File: src/rtl/photocell_conditioner.sv
// photocell_conditioner: synchronise, debounce and edge-detect two active-low photocells; optional stuck detector (PHC_STUCK_DETECT_EN)
module photocell_conditioner #(
  parameter int DEBOUNCE_CYCLES = 16,
  parameter int STUCK_CYCLES = 50_000
) (
  input  logic       FPGA_clk,
  input  logic       reset,
  input  logic       phcOne,
  input  logic       phcTwo,
  output logic       enter_pulse,
  output logic       leave_pulse,
  output logic       phcOne_clean,
  output logic       phcTwo_clean,
  output logic [1:0] phc_fault
);
  localparam int DW = $clog2(DEBOUNCE_CYCLES);
  localparam logic [DW-1:0] DMAX = DW'(DEBOUNCE_CYCLES - 1);
  logic [1:0] raw, s1, s2, clean, clean_next, hit, pulse;
  logic [DW-1:0] cnt [2];
  assign raw = {phcTwo, phcOne};
  assign hit = (s2 ^ clean) & {cnt[1] == DMAX, cnt[0] == DMAX};
  assign clean_next = (clean & ~hit) | (s2 & hit);
  // synchroniser, debounce window and falling-edge strobe for both channels
  always_ff @(posedge FPGA_clk or posedge reset)
    if (reset) begin
      s1 <= '0;
      s2 <= '0;
      clean <= '0;
      pulse <= '0;
      cnt <= '{default: '0};
    end else begin
      s1 <= raw;
      s2 <= s1;
      clean <= clean_next;
      pulse <= hit & clean;
      for (int i = 0; i < 2; i++) cnt[i] <= (s2[i] == clean[i] || hit[i]) ? '0 : cnt[i] + 1'b1;
    end
  assign enter_pulse = pulse[0];
  assign leave_pulse = pulse[1];
  assign phcOne_clean = clean[0];
  assign phcTwo_clean = clean[1];
`ifdef PHC_STUCK_DETECT_EN
  localparam int SW = $clog2(STUCK_CYCLES + 1);
  localparam logic [SW-1:0] SMAX = SW'(STUCK_CYCLES);
  localparam logic [SW-1:0] SPRE = SW'(STUCK_CYCLES - 1);
  logic [SW-1:0] stk [2];
  logic [1:0] fault;
  // blocked-time counters; fault drops on the same edge the clean level rises
  always_ff @(posedge FPGA_clk or posedge reset)
    if (reset) begin
      stk <= '{default: '0};
      fault <= '0;
    end else begin
      for (int i = 0; i < 2; i++) begin
        stk[i] <= clean[i] ? '0 : (stk[i] == SMAX ? stk[i] : stk[i] + 1'b1);
        fault[i] <= ~clean_next[i] & (stk[i] >= SPRE);
      end
    end
  assign phc_fault = fault;
`else
  assign phc_fault = 2'b00;
`endif
endmodule

File: config.mk
export PLATFORM = sky130hd
export DESIGN_NAME = photocell_conditioner
export DESIGN_NICKNAME = d
export VERILOG_FILES = /design/src/rtl/photocell_conditioner.sv
export SDC_FILE = /design/constraint.sdc
export NUM_CORES = 1
export LEC_CHECK = 0
export CORE_MARGIN = 1
export CORE_UTILIZATION = 45
export DETAILED_ROUTE_END_ITERATION = 16
export GPL_ROUTABILITY_DRIVEN = 1
export GPL_TIMING_DRIVEN = 0
export PLACE_DENSITY = 0.68
export SYNTH_ARGS = -nofsm -noshare
export SYNTH_HDL_FRONTEND = slang
export SYNTH_SLANG_ARGS = --single-unit
export TNS_END_PERCENT = 1
File: constraint.sdc
create_clock -name FPGA_clk -period 1.55 [get_ports FPGA_clk]
set_clock_uncertainty 0.15 [all_clocks]
set_input_delay 0.31 -clock FPGA_clk [delete_from_list [all_inputs] [get_ports FPGA_clk]]
set_output_delay 0.31 -clock FPGA_clk [all_outputs]
set_load 0.1 [all_outputs]
==> results of run 1 <==
==> metal layers <==
metal | track usage | vias up
met4 | 0.1000 | 0
li1 | - | 174
met5 | 0 | -
met3 | 0.05000 | 2
met2 | 0.1855 | 10
met1 | 0.1713 | 170
==> metrics by stage <==
step | worst slack, ns | total power, mW | hold WS, ns | area [um^2]
3_5_place_dp | -0.4469 | 0.5323 | 0.1862 | 749.5
5_1_grt | 0.008718 | 0.8404 | 0.2205 | 770.7
4_1_cts | 0.05003 | 0.8028 | 0.2080 | 770.7
3_3_place_gp | -0.4286 | 0.5299 | 0.1815 | 749.5
6_report | 0.06620 | 0.7901 | 0.2047 | 770.7
2_1_floorplan | -0.06833 | 0.5160 | 0.07367 | 660.6
==> power by group through the flow <==
stage | Clock [mW] | Sequential [mW] | Combinational, mW
2_1_floorplan | 0 | 0.455 | 0.0608
3_3_place_gp | 0 | 0.456 | 0.0736
3_5_place_dp | 0 | 0.457 | 0.0749
4_1_cts | 0.279 | 0.449 | 0.0752
5_1_grt | 0.305 | 0.451 | 0.0839
6_report | 0.268 | 0.449 | 0.0734
==> final cells by class <==
cell class              count  area [um^2]  share of cell area
flip-flops and latches     16        401.6              0.5211
clock buffers               4        36.28             0.04708
inverters                   3        11.26             0.01461
well taps                  15        18.77             0.02435
multi-input cells          28        232.7              0.3019
plain buffers               2        15.01             0.01948
repair buffers              7        55.05             0.07143
==> layout by cell type (no fill, tap or decap) <==
cell type	n
xor2_1	2
buf_4	4
clkdlybuf4s50_1	3
dfrtp_2	1
nand3_4	2
nand2b_4	2
ha_1	2
inv_1	3
xnor2_1	4
clkbuf_4	3
nand3_1	2
conb_1	2
dfrtp_1	15
nor3b_1	2
buf_2	2
mux2_4	2
clkbuf_8	1
nor2_1	8
==> logic make-up (layout without fill, tap and decap cells) <==
group | after synthesis | after routing | share of synthesized area
adder cells (fa/ha/maj) | 2 | 2 | 0.03816
XOR/XNOR | 6 | 6 | 0.08015
other | 1 | 2 | 0.005720
multiplexers | 2 | 2 | 0.04580
buffers and inverters | 5 | 16 | 0.04007
flip-flops | 16 | 16 | 0.6107
AND/OR/NAND/NOR | 16 | 16 | 0.1794
==> worst register-to-register path, delay by kind of cell, from the launching register on <==
kind | cells | cell delay (ns)
simple gates | 1 | 0.12
flops | 1 | 0.41
mux | 1 | 0.30
fa+ha+maj | 1 | 0.25
==> timing repair <==
| item | CTS | global route |
|---|---|---|
| resized for setup | 22 | 0 |
| endpoints found under the hold margin | 0 | 0 |
| endpoints found under the setup margin | 4 | 0 |
==> final timing paths <==
kind,to,slack (ns),cells past startpoint
setup / recovery,enter_pulse,0.07,1
hold / removal,s2[1],0.20,0
setup reg to reg,flip-flop,0.22,3
hold reg to reg,s2[1],0.20,0
max in group asynchronous,asynchronous set/reset pin,0.60,2
min in group asynchronous,cnt[2],0.24,2
==> results.toml, run 1 <==
[clocking]
cts.clk_slew.worst_paths_ns = 0.09
cts_max_path_buffers = 2
cts_root_buf = "clkbuf_4"
cts.sinks = 16
cts_tree = "done"
cts_made_buffers = 3
post_cts_buffers = 0
ctsHtreeMaxLevel = 1
clk_latency_ns = 0.28
ctsHoldBuffers = 0

[worst_setup_path]
critPathBufInv = 1
cp_max_fo = 1
crit_path_end_kind = "primary output"
crit_slowest_cell = "buf_2"
cp.required_ns = 1.09
critPathMaxStageDelay_ns = 0.42
reg2reg_from = "cnt[0]"
startpoint = "pulse[0]"
critPathKind = "flip-flop to primary output"
start_kind = "flip-flop"
arrival_ns = 1.02
cp_cell_sequence = "buf_2"
critPathTopFamily = "buffers and inverters"

[die]
die_area_um2 = 1614
die_w_um = 40.17
core_area_um2 = 1334
io_pins = 10
start_util = 0.4916
placementRows = 13
die_y_um = 40.17

[hold_path]
hold_start = "s1[1]"
min_path_type = "flip-flop to flip-flop"

[power]
power.density_nw_per_um2 = 1025
peakVddDrop_mv = 0.5926
p_leak_nw = 0.3807
clockPowerShare = 0.339
p_sw_mw = 0.1845
comb_power_share = 0.093
switching_share = 0.2335
power_frac_seq = 0.568
internal_power_mw = 0.6056

[timing]
worst_pin_slew_ns = 0.5812
period_share = 0.9573
fmax_mhz = 673.9
rsz0062_at_grt = "no"
fin_crit_ns = 1.484
finalSetupViolCount = 0
hold_viol_final = 0
tns_ns = 0
max_slew_margin = 0.6121
finalMaxSlewViolations = 0

[drt]
wl_per_cell_um = 10.29
ant_nets = 0
vias = 356
top_layer = "met4"
drt-initial-drc-count = 2
met3_length_um = 38
drcViolationCount = 0
routed_via_density = 4.747
wl_met1_um = 374
wl_um = 772
drtPass1Iterations = 2
wl_met2_um = 346

[global_route]
grt_pass1_vias = 332
grt_max_degree = 17
grt.overflow.total = 0
grt_pass1_wl_mm = 1.352
track_usage = 0.1352
antenna_found_initial = 0

[placement]
gp_congestion = 0.6653
io_buffers = 7
dp_cells = 71
dpl.hpwl_um = 563.1

[cells_and_area]
post-route-util = 0.5779
fillers = 116
instances_no_fill = 75
drive_gt1_frac = 0.2833
diodes = 0
area_growth_pct = 17.56
nets = 67

[synth]
synth_cell_types = 13
ys_seq_elements = 16
synth.area.top_cells = "dfrtp_1 61%, nand3_4 5.3%, xnor2_1 5.3%"
synth-edff-count = 0
synth_cells = 48
syn_area_um2 = 655.6
synth_top_area_frac = 0.6107
ys_top_cells_by_count = "16 x dfrtp_1, 8 x nor2_1, 4 x xnor2_1"
synth_ff_type = "dfrtp_1"
yosys.cell_count.top_type = "dfrtp_1"
synth_warnings = 0
ys_seq_area_frac = 0.6107
syn_avg_cell_area_um2 = 13.66
synthArstFlopShare = 1.000
synth_top_cell_by_area = "dfrtp_1"

[status]
run_status = "completed"

[job]
drv_cap = 0
Power figures use the tool's default switching activity.
==> run 2, diff against run 1 <==
- PLACE_DENSITY: 0.68 -> 0.71
==> run 2 against run 1 <==
Register-to-register slack lost 0.02 ns. Critical path depth is the same. Clock-buffer cell count is the same. Highest routed layer unchanged.
==> results.toml, run 2 (synthesis results as in run 1) <==
[global_route]
grt_pass1_vias = 309
grt_pass1_wl_mm = 1.248
grt.overflow.total = 0
antenna_found_initial = 0
grt_max_degree = 17
track_usage = 0.1259

[timing]
period_share = 0.9583
fin_crit_ns = 1.485
fin_ws_ns = 0.06466
max_slew_margin = 0.6123
timing.hold.ws_ns = 0.2036
finalMaxSlewViolations = 0
finalSetupViolCount = 0
hold_viol_final = 0
rsz0062_at_grt = "no"
tns_ns = 0
worst_pin_slew_ns = 0.5809
fmax_mhz = 673.2

[power]
p_leak_nw = 0.3807
peakVddDrop_mv = 0.5554
power.density_nw_per_um2 = 1032

[drt]
vias = 346
drcViolationCount = 0
ant_nets = 0
routed_via_density = 4.613
wl_um = 783
drtPass1Iterations = 4
wl_per_cell_um = 10.44
drt-initial-drc-count = 3

[placement]
dpl-instance-area_um2 = 749.5
dpl.hpwl_um = 545.1
io_buffers = 7
gp_congestion = 0.7033
dpl_worst_slack_ns = -0.4462

[die]
die_area_um2 = 1614
start_util = 0.4916
die_y_um = 40.17
placementRows = 13
die_w_um = 40.17
io_pins = 10
core_area_um2 = 1334

[clocking]
ctsHtreeMaxLevel = 1
cts_made_buffers = 3
cts_max_path_buffers = 2
cts_root_buf = "clkbuf_4"
ctsResizeCount = 22
clk_latency_ns = 0.28
cts.sinks = 16
ctsHoldBuffers = 0
cts_tree = "done"
post_cts_buffers = 0
cts.clk_slew.worst_paths_ns = 0.09

[worst_setup_path]
critPathMaxStageDelay_ns = 0.41
cp_cell_sequence = "buf_2"
crit_slowest_cell = "buf_2"
critPathBufInv = 1
cp_max_fo = 1
start_kind = "flip-flop"
cp.required_ns = 1.09
crit_path_end_kind = "primary output"
startpoint = "pulse[0]"
arrival_ns = 1.03
rrSetupSlack_ns = 0.20
reg2reg_from = "cnt[0]"
critPathKind = "flip-flop to primary output"
reg2reg_depth = 3
critPathTopFamily = "buffers and inverters"

[cells_and_area]
final_cell_mix = "15 x dfrtp_1, 8 x nor2_1, 4 x xnor2_1, 4 x buf_4"
post-route-util = 0.5779
area_growth_pct = 17.56
layout_commonest_cell = "dfrtp_1"
nets = 67
drive_gt1_frac = 0.2833
fin_area_um2 = 770.7
diodes = 0

[hold_path]
holdPathEnd = "s2[1]"
holdPathStages = 0
min_path_type = "flip-flop to flip-flop"
hold_start = "s1[1]"

[status]
run_status = "completed"

[job]
drv_cap = 0
run 2: layer usage:
metal / GRT usage / part of all wire / vias up / routed length, um
li1: - / - / 172 / -
met1: 0.1608 / 0.51 / 160 / 402
met2: 0.1653 / 0.41 / 12 / 318
met3: 0.05000 / 0.063 / 2 / 49
met4: 0.1000 / 0.015 / 0 / 12
met5: 0 / 0 / - / 0
run 2: worst max-delay path by stage:
stage               depth (start not counted)  slack (ns)      endpoint
detailed placement                          1       -0.45  phcTwo_clean
finish                                      1        0.06   enter_pulse
global route                                1        0.02   enter_pulse
CTS                                         1        0.05   enter_pulse
global placement                            1       -0.43  phcTwo_clean
floorplan                                   3       -0.07        cnt[3]
run 2: power breakdown:
group | internal (mW) | switching (mW) | total (mW)
combinational | 0.0280 | 0.0459 | 0.0739
sequential | 0.435 | 0.0139 | 0.449
clock | 0.143 | 0.130 | 0.272
run 2: metrics by stage:
step,total power [mW],cells
floorplan,0.5160,49
global placement,0.5295,71
detailed placement,0.5315,71
CTS,0.8034,75
global route,0.8381,75
finish,0.7951,75
run 2: worst register-to-register path, cell delays in order, from the launching register on:
cell,delay (ns)
dfrtp_1,0.41
ha_1,0.26
nand3_4,0.13
mux2_4,0.30
run 2: layout make-up:
class                      instances  area [um^2]
fill                             114        563.0
clock buffer                       4        36.28
tap                               15        18.77
multi-input combinational         28        232.7
timing repair buffer               7        55.05
inverter                           3        11.26
sequential                        16        401.6
buffer                             2        15.01
